==> config.mk <==
export PLATFORM = sky130hd
export DESIGN_NAME = apb_mem_slave_p_flat
export DESIGN_NICKNAME = d
export VERILOG_FILES = /design/src/rtl/apb_mem_slave_p_if.sv /design/src/rtl/apb_mem_slave_p.sv /design/src/flat_wrapper.sv
export SDC_FILE = /design/constraint.sdc
export NUM_CORES = 2
export LEC_CHECK = 0
export ABC_AREA = 1
export CORE_UTILIZATION = 40
export DETAILED_ROUTE_END_ITERATION = 6
export GPL_TIMING_DRIVEN = 0
export PLACE_DENSITY = 0.64
export SLEW_MARGIN = 20
export SYNTH_ARGS = -nofsm -noshare
export SYNTH_HDL_FRONTEND = slang
export SYNTH_SLANG_ARGS = --single-unit
==> constraint.sdc <==
create_clock -name _PCLK -period 2.4 [get_ports _PCLK]
set_clock_uncertainty 0.05 [all_clocks]
set_input_delay 0.48 -clock _PCLK [delete_from_list [all_inputs] [get_ports _PCLK]]
set_output_delay 0.48 -clock _PCLK [all_outputs]
set_load 0.02 [all_outputs]
==> src/rtl/apb_mem_slave_p_if.sv <==
// ============================================================================
// Module   : apb_mem_slave_p_if
// Purpose  : APB4 bus bundle between the master/decoder and apb_mem_slave_p.
// Revision : 1.0 - initial release
// ============================================================================
`default_nettype none

interface apb_mem_slave_p_if #(
    parameter int DATA_W = 32,
    parameter int WAIT_W = 4
);
    logic                  _PSEL;
    logic                  _PENABLE;
    logic                  _PWRITE;
    logic [31:0]           _PADDR;
    logic [DATA_W-1:0]     _PWDATA;
    logic [DATA_W/8-1:0]   _PSTRB;
    logic [WAIT_W-1:0]     _WAIT;
    logic [DATA_W-1:0]     _PRDATA;
    logic                  _PREADY;
    logic                  _PSLVERR;

    modport master (
        output _PSEL, _PENABLE, _PWRITE, _PADDR, _PWDATA, _PSTRB, _WAIT,
        input  _PRDATA, _PREADY, _PSLVERR
    );

    modport slave (
        input  _PSEL, _PENABLE, _PWRITE, _PADDR, _PWDATA, _PSTRB, _WAIT,
        output _PRDATA, _PREADY, _PSLVERR
    );
endinterface

`default_nettype wire

==> src/rtl/apb_mem_slave_p.sv <==
// ============================================================================
// Module   : apb_mem_slave_p
// Purpose  : APB4 word-addressed RAM slave with byte strobes, programmable
//            wait states, a read-only window and PSLVERR reporting.
// Revision : 1.0 - initial release
// ============================================================================
`default_nettype none

module apb_mem_slave_p #(
    parameter int DATA_W  = 32,
    parameter int DEPTH   = 5,
    parameter int WAIT_W  = 4,
    parameter int RO_BASE = 24,
    parameter int RO_SIZE = 8
) (
    input  wire                   _PCLK,
    input  wire                   _PRESETn,
    apb_mem_slave_p_if.slave      bus
);
    localparam int          c_nb    = DATA_W / 8;
    localparam int          c_words = 2 ** DEPTH;
    localparam logic [31:0] c_ro_lo = 32'(RO_BASE);
    localparam logic [31:0] c_ro_hi = 32'(RO_BASE + RO_SIZE);

    typedef enum logic [0:0] {
        ST_IDLE   = 1'b0,
        ST_ACCESS = 1'b1
    } state_t;

    state_t              r_state;
    logic [WAIT_W-1:0]   r_cnt;
    logic [31:0]         r_addr;
    logic                r_write;
    logic [DATA_W-1:0]   r_wdata;
    logic [c_nb-1:0]     r_strb;
    logic [DATA_W-1:0]   r_mem [c_words];

    logic                w_ready;
    logic                w_oor;
    logic                w_ro;
    logic                w_err;
    logic [DEPTH-1:0]    w_idx;

    // Out-of-range takes precedence, so the RO check only applies to in-range words.
    assign w_idx   = r_addr[DEPTH-1:0];
    assign w_oor   = (r_addr >> DEPTH) != 32'd0;
    assign w_ro    = (RO_SIZE != 0) && r_write && !w_oor &&
                     (r_addr >= c_ro_lo) && (r_addr < c_ro_hi);
    assign w_err   = w_oor || w_ro;
    assign w_ready = (r_state == ST_ACCESS) && bus._PSEL && (r_cnt == '0);

    assign bus._PREADY  = w_ready;
    assign bus._PSLVERR = w_ready && w_err;
    assign bus._PRDATA  = (w_ready && !r_write && !w_oor) ? r_mem[w_idx] : '0;

    always_ff @(posedge _PCLK or negedge _PRESETn) begin
        if (!_PRESETn) begin
            r_state <= ST_IDLE;
            r_cnt   <= '0;
            r_addr  <= '0;
            r_write <= 1'b0;
            r_wdata <= '0;
            r_strb  <= '0;
            for (int i = 0; i < c_words; i++) begin
                r_mem[i] <= '0;
            end
        end else begin
            case (r_state)
                ST_IDLE: begin
                    if (bus._PSEL && !bus._PENABLE) begin
                        r_state <= ST_ACCESS;
                        r_addr  <= bus._PADDR;
                        r_write <= bus._PWRITE;
                        r_wdata <= bus._PWDATA;
                        r_strb  <= bus._PSTRB;
                        r_cnt   <= bus._WAIT;
                    end
                end
                ST_ACCESS: begin
                    if (!bus._PSEL) begin
                        r_state <= ST_IDLE;
                    end else if (r_cnt != '0) begin
                        r_cnt <= r_cnt - 1'b1;
                    end else begin
                        if (r_write && !w_err) begin
                            for (int i = 0; i < c_nb; i++) begin
                                if (r_strb[i]) begin
                                    r_mem[w_idx][8*i +: 8] <= r_wdata[8*i +: 8];
                                end
                            end
                        end
                        // A setup phase presented on the completion edge chains straight in.
                        if (!bus._PENABLE) begin
                            r_state <= ST_ACCESS;
                            r_addr  <= bus._PADDR;
                            r_write <= bus._PWRITE;
                            r_wdata <= bus._PWDATA;
                            r_strb  <= bus._PSTRB;
                            r_cnt   <= bus._WAIT;
                        end else begin
                            r_state <= ST_IDLE;
                        end
                    end
                end
                default: r_state <= ST_IDLE;
            endcase
        end
    end
endmodule

`default_nettype wire

==> src/flat_wrapper.sv <==
// flat-port wrapper written by rule: the top's interface ports become plain ports
module apb_mem_slave_p_flat 
#(
    parameter int DATA_W  = 32,
    parameter int DEPTH   = 5,
    parameter int WAIT_W  = 4,
    parameter int RO_BASE = 24,
    parameter int RO_SIZE = 8
)
  (_PCLK, _PRESETn, bus__PSEL, bus__PENABLE, bus__PWRITE, bus__PADDR, bus__PWDATA, bus__PSTRB, bus__WAIT, bus__PRDATA, bus__PREADY, bus__PSLVERR);
  apb_mem_slave_p_if #(.DATA_W(DATA_W), .WAIT_W(WAIT_W)) bus_i ();
  input  wire _PCLK;
  input  wire _PRESETn;
  input wire logic [$bits(bus_i._PSEL)-1:0] bus__PSEL;
  input wire logic [$bits(bus_i._PENABLE)-1:0] bus__PENABLE;
  input wire logic [$bits(bus_i._PWRITE)-1:0] bus__PWRITE;
  input wire logic [$bits(bus_i._PADDR)-1:0] bus__PADDR;
  input wire logic [$bits(bus_i._PWDATA)-1:0] bus__PWDATA;
  input wire logic [$bits(bus_i._PSTRB)-1:0] bus__PSTRB;
  input wire logic [$bits(bus_i._WAIT)-1:0] bus__WAIT;
  output wire logic [$bits(bus_i._PRDATA)-1:0] bus__PRDATA;
  output wire logic [$bits(bus_i._PREADY)-1:0] bus__PREADY;
  output wire logic [$bits(bus_i._PSLVERR)-1:0] bus__PSLVERR;
  assign bus_i._PSEL = bus__PSEL;
  assign bus_i._PENABLE = bus__PENABLE;
  assign bus_i._PWRITE = bus__PWRITE;
  assign bus_i._PADDR = bus__PADDR;
  assign bus_i._PWDATA = bus__PWDATA;
  assign bus_i._PSTRB = bus__PSTRB;
  assign bus_i._WAIT = bus__WAIT;
  assign bus__PRDATA = bus_i._PRDATA;
  assign bus__PREADY = bus_i._PREADY;
  assign bus__PSLVERR = bus_i._PSLVERR;
  apb_mem_slave_p #(.DATA_W(DATA_W), .DEPTH(DEPTH), .WAIT_W(WAIT_W), .RO_BASE(RO_BASE), .RO_SIZE(RO_SIZE)) u_core (._PCLK(_PCLK), ._PRESETn(_PRESETn), .bus(bus_i));
endmodule
* Yosys cells after proc, flatten, opt, wreduce, memory -nomap -nowiden
Index checks and enable logic that the tools add are counted.
Storage, ports and cells: logic and storage cells 135, output and inout port bits 34, register bits 1098, bits of input ports 77
Operators by class: eq/ne operators 5, $lt $le $gt $ge 4, bitwise operators 3, muxes and demuxes 62, $add $sub $neg 1, reduce and logical (&&, ||, !) cells 22
Operators with widths (number):
- 2-to-1 mux 1024 bit | 16
- bitwise mux 1024 bit | 4
- demux 32 bit (select 5 bit) | 4
- 2-to-1 mux 32 bit | 12
- binary-select mux 32 bit (select 5 bit) | 1
- one-hot mux 32 bit (2 select lines) | 2
- greater-or-equal comparator 32 x 5 -> 1 bit, second input constant | 1
- less-than comparator 32 x 6 -> 1 bit, second input constant | 1
- 2-to-1 mux 4 bit | 8
- nonzero test 32 bit | 1
- 2-to-1 mux 24 bit | 1
- 2-to-1 mux 16 bit | 1
- one-hot mux 4 bit (2 select lines) | 2
- logical AND 1 bit | 11
- 2-to-1 mux 1 bit | 8
- 2-to-1 mux 8 bit | 1
- AND reduction 4 bit | 2
- greater-or-equal comparator 6 bit, second input constant | 1
- less-than comparator 6 x 1 -> 1 bit, second input constant | 1
- inequality test 2 bit, second input constant | 3
- NOT 5 -> 6 bit | 1
- logical NOT 1 bit | 4
- logical NOT 4 bit | 1
- one-hot mux 1 bit (2 select lines) | 2
- other kinds (7) | 8

* Logic depth before layout (Yosys ltp)
depth in word-level cells 26, depth in mapped cells 12, mapped depth without buffers 11

* Worst setup path before layout
No wires, ideal clock.
path type register to output, start point register u_core.r_cnt[0], end point output port bus__PRDATA[0], arrival time 2030 ps, cell stages (with the launch flop) 10, buffers on the path 1, required time 1870 ps, path slack -160 ps, path through dfrtp_1 -> inv_1 -> ha_1 -> nand3_2 -> nor2_2 -> nand2_2 -> nor3_4 -> nand2_1 -> clkbuf_1 -> nor2_1
On the way: word-level cells in the longest chain between the ends 5
RTL lines:
- start, declared | line apb_mem_slave_p.sv:31 | logic [WAIT_W-1:0] r_cnt;
- start signal, assigned | line apb_mem_slave_p.sv:76 | r_cnt <= bus._WAIT;
- start signal, assigned | line apb_mem_slave_p.sv:83 | r_cnt <= r_cnt - 1'b1;
- start signal, assigned | line apb_mem_slave_p.sv:99 | r_cnt <= bus._WAIT;
- logical NOT 4 bit | line apb_mem_slave_p.sv:50 | assign w_ready = (r_state == ST_ACCESS) && bus._PSEL && (r_cnt == '0);
- logical AND 1 bit | line apb_mem_slave_p.sv:50
- logical AND 1 bit (2 in series) | line apb_mem_slave_p.sv:54 | assign bus._PRDATA = (w_ready && !r_write && !w_oor) ? r_mem[w_idx] : '0;
- 2-to-1 mux 32 bit | line apb_mem_slave_p.sv:54
- end, declared | line flat_wrapper.sv:21 | output wire logic [$bits(bus_i._PRDATA)-1:0] bus__PRDATA;
Every way passes these cells.

* Final worst setup path
start point register u_core.r_addr[0], end point output port bus__PRDATA[28]
On the way: word-level cells in the longest chain between the ends 5
RTL lines:
- start, declared | line apb_mem_slave_p.sv:32 | logic [31:0] r_addr;
- start signal, assigned | line apb_mem_slave_p.sv:72 | r_addr <= bus._PADDR;
- start signal, assigned | line apb_mem_slave_p.sv:95 | r_addr <= bus._PADDR;
- NOT 5 -> 6 bit (not written as such) | line apb_mem_slave_p.sv:54
- binary-select mux 32 bit (select 5 bit) | line apb_mem_slave_p.sv:54
- 2-to-1 mux 32 bit (not written as such) (2 in series) | line apb_mem_slave_p.sv:54
- 2-to-1 mux 32 bit | line apb_mem_slave_p.sv:54
Every way passes these cells. The select of a mux whose other input is x is not followed.

==> results.ini <==
[run_status]
outcome = finished with violations
violations = design-rule violations, negative hold slack, negative setup slack

[routing]
route.met3.wl_um = 37700
drt_iter0_drc = 7655
vias = 50100
firstDrtPassIters = 7
wl_um = 264000
routedWlPerCell_um = 31.9
viasPerCell = 6.05
wl_met2_um = 105000
route.detailed.drc = 15
highest_layer = met5
met1_length_um = 97400
drtAntennaViolNets = 0

[clock_network]
path_clk_slew_ns = 0.06
insertion_delay_ns = 0.80
cts_buffers = 120
clock_sinks = 1098
root_buffer = clkbuf_16
h-tree-depth = 3
cts_buffer_depth = 3
cts_tree = built

[timing]
final.min_clock_period_ns = 3.71
relSlewSlack_pct = 18.2
rsz0062_at_grt = yes
final.setup.tns_ns = -138.34
setup_viol = 790
slew_violations = 0
fmax_ghz = 0.270
worst_slack_ns = -1.31
hold_viol = 105
finalCritPeriodShare_pct = 155
worst_pin_slew_ns = 1.23
hold_slack_ns = -0.419

[layout]
design_area_um2 = 66600
syn_to_final_growth_pct = 28.0
nFillCells = 11700
multi_input_area_um2 = 22000
instances_no_fill = 8279
register_area_um2 = 27500
drive_gt1_share_pct = 21.3
fin_util_pct = 51.9
nNetsFinal = 6517

[logic_synthesis]
synth_area_per_cell_um2 = 8.64
yosys-top-cells-count = nand2_1 (2028), dfrtp_1 (1098), nand3_1 (771)
synth_most_common_cell = nand2_1
yosys_warnings = 0
async_reset_ff_share_pct = 100
synth_top_area_cell = dfrtp_1
syn_inst = 6024
synth_top_area_share_pct = 52.8
synth_enable_flop_cells = 0
synth_area_leaders = dfrtp_1 (53%), nand2_1 (15%), nand3_1 (7.4%)
synth_fp_nets = 6102
synth.distinct_cells = 30
seq_area_frac_synth_pct = 52.8
netlist_area_um2 = 52000
synthFlopType = dfrtp_1
synth_seq_cells = 1098

[critical_path]
critPathSlowestCell = dfrtp_1
max_stage_delay_ns = 0.39
path_depth = 12
path_cells = buf_12, buf_8, buf_4, nor2_4, buf_4, a22oi_1, nand2_1, nand2_2, nand2_1, nor2_2, a21oi_4, buf_6
crit_type = flip-flop to primary output
cp-end-kind = primary output
cp_max_fo = 6
crit_family = buffers and inverters
crit_arrival_ns = 3.18
start_kind = flip-flop
path_buf_inv = 5
critical_path_required_ns = 1.87
reg2reg_depth = 16

[hold_path]
hold_class = input port to async pin

[floorplan]
pin_count = 111
die_area_um2 = 132000
start_util_pct = 40.5
die_x_um = 363
design.core.area_um2 = 128000
num_rows = 131
die_h_um = 363

[pwr]
p_sw_mw = 24.0
ir_drop_uv = 763
p_total_mw = 60.4
clock_power_share_pct = 32.8
p_int_mw = 36.4
power.leakage_nw = 33.2
pwr-share-seq_pct = 31.3
switching_share_pct = 39.7
power_density_nw_per_um2 = 907
comb_power_share_pct = 35.9

[placement]
placed_cells = 7873
pre_cts_slack_ns = -2.28
gp_congestion = 1.04
dp_hpwl_um = 175000
placement.io_buffers = 110
placed_area_um2 = 55900

[global_route]
track_usage_pct = 38.3
grt_overflow = 0
antenna_found_initial = 14
grt_pass1_vias = 46000
grt_start_max_net_pins = 148
grt_first_pass_wirelength_um = 353000

[run]
maxCapViolations = 0

area by class of cell:
class	count	share of cell area [%]
diodes	6	0.0225
plain buffers	721	10.4
clock buffers	175	5.33
clock inverters	52	0.907
inverters	35	0.252
multi-input cells	4167	33.0
flip-flops and latches	1098	41.3
well taps	1729	3.25
repair buffers	296	5.62
flip-flops by register name (all words and copies together) (netlist names):
register and count:
u_core.r_mem 1024, u_core.r_addr 32, u_core.r_wdata 32, u_core.r_cnt 4, u_core.r_strb 4, u_core.r_state 1, u_core.r_write 1
power groups by stage:
stage                     combinational, mW  clock (mW)  sequential [mW]
after floorplan                        7.83           0             19.2
after global placement                 15.7           0             19.3
after detailed placement               16.0           0             19.3
after CTS                              19.0        19.7             18.9
after global routing                   21.5        20.5             19.0
final                                  21.7        19.8             18.9
placed cells by master (no fill, tap or decap), types with 5 or more instances in the layout:
cell type	count
nand2_1	1875
dfrtp_1	1094
nand3_1	715
nor2_1	569
clkbuf_1	290
o221ai_1	217
clkbuf_16	211
buf_4	177
buf_6	174
o21ai_0	160
nand2_2	112
nor2_4	85
o21ai_1	83
clkdlybuf4s50_1	75
nand4_4	70
clkbuf_8	69
buf_8	58
buf_12	52
mux2_2	51
nand3_2	50
nand2_4	39
nor2_2	34
buf_2	32
o221ai_2	32
inv_1	25
clkinv_2	25
a21oi_1	22
clkbuf_4	22
buf_16	21
a22oi_1	13
o21ai_2	12
nand3_4	11
clkinvlp_4	11
bufinv_16	9
buf_1	7
diode_2	6
inv_2	5
routing by layer:
| layer | up-vias | global-route usage, % |
|---|---|---|
| met3 | 1023 | 15.6 |
| li1 | 20500 | - |
| met1 | 24700 | 49.0 |
| met5 | - | 0 |
| met4 | 18 | 26.2 |
| met2 | 3797 | 52.5 |
worst register-to-register path, stage by stage, from the launching register on:
cell and delay (ns):
dfrtp_1 0.39, inv_2 0.09, ha_4 0.15, nand3_4 0.09
nor2_4 0.13, nand2_4 0.07, nor3_4 0.22, buf_4 0.17
buf_8 0.13, buf_6 0.11, nand3_4 0.08, buf_12 0.17
nor2_4 0.27, buf_4 0.23, clkbuf_16 0.18, nand3_1 0.08
nand2_1 0.07
worst paths after layout:
path / startpoint / to / slack, ns
hold / removal: _PRESETn / u_core.r_mem[10] / -0.42
min in group _PCLK: bus__PADDR[10] / u_core.r_addr[10] / 0.23
hold reg to reg: u_core.r_mem[92] / u_core.r_mem[92] / 0.41
max in group asynchronous: _PRESETn / u_core.r_mem[666] / 0.37
setup / recovery: u_core.r_addr[0] / bus__PRDATA[28] / -1.31
setup reg to reg: u_core.r_cnt[0] / u_core.r_mem[843] / -0.30
timing repair:
action,4_1_cts,5_1_grt
pin swaps,47,104
setup buffers,44,95
endpoints found under the hold margin,105,105
gates cloned,7,31
gates resized for setup,961,422
endpoints found under the setup margin,1113,1098
logic make-up after synthesis:
| family | synth area share (%) |
|---|---|
| compound gates | 7.13 |
| fa+ha+maj | 0.0240 |
| buf+inv | 8.45 |
| flops | 52.8 |
| mux | 1.10 |
| simple gates | 30.5 |
No activity file was read; power rests on OpenSTA's default activity.
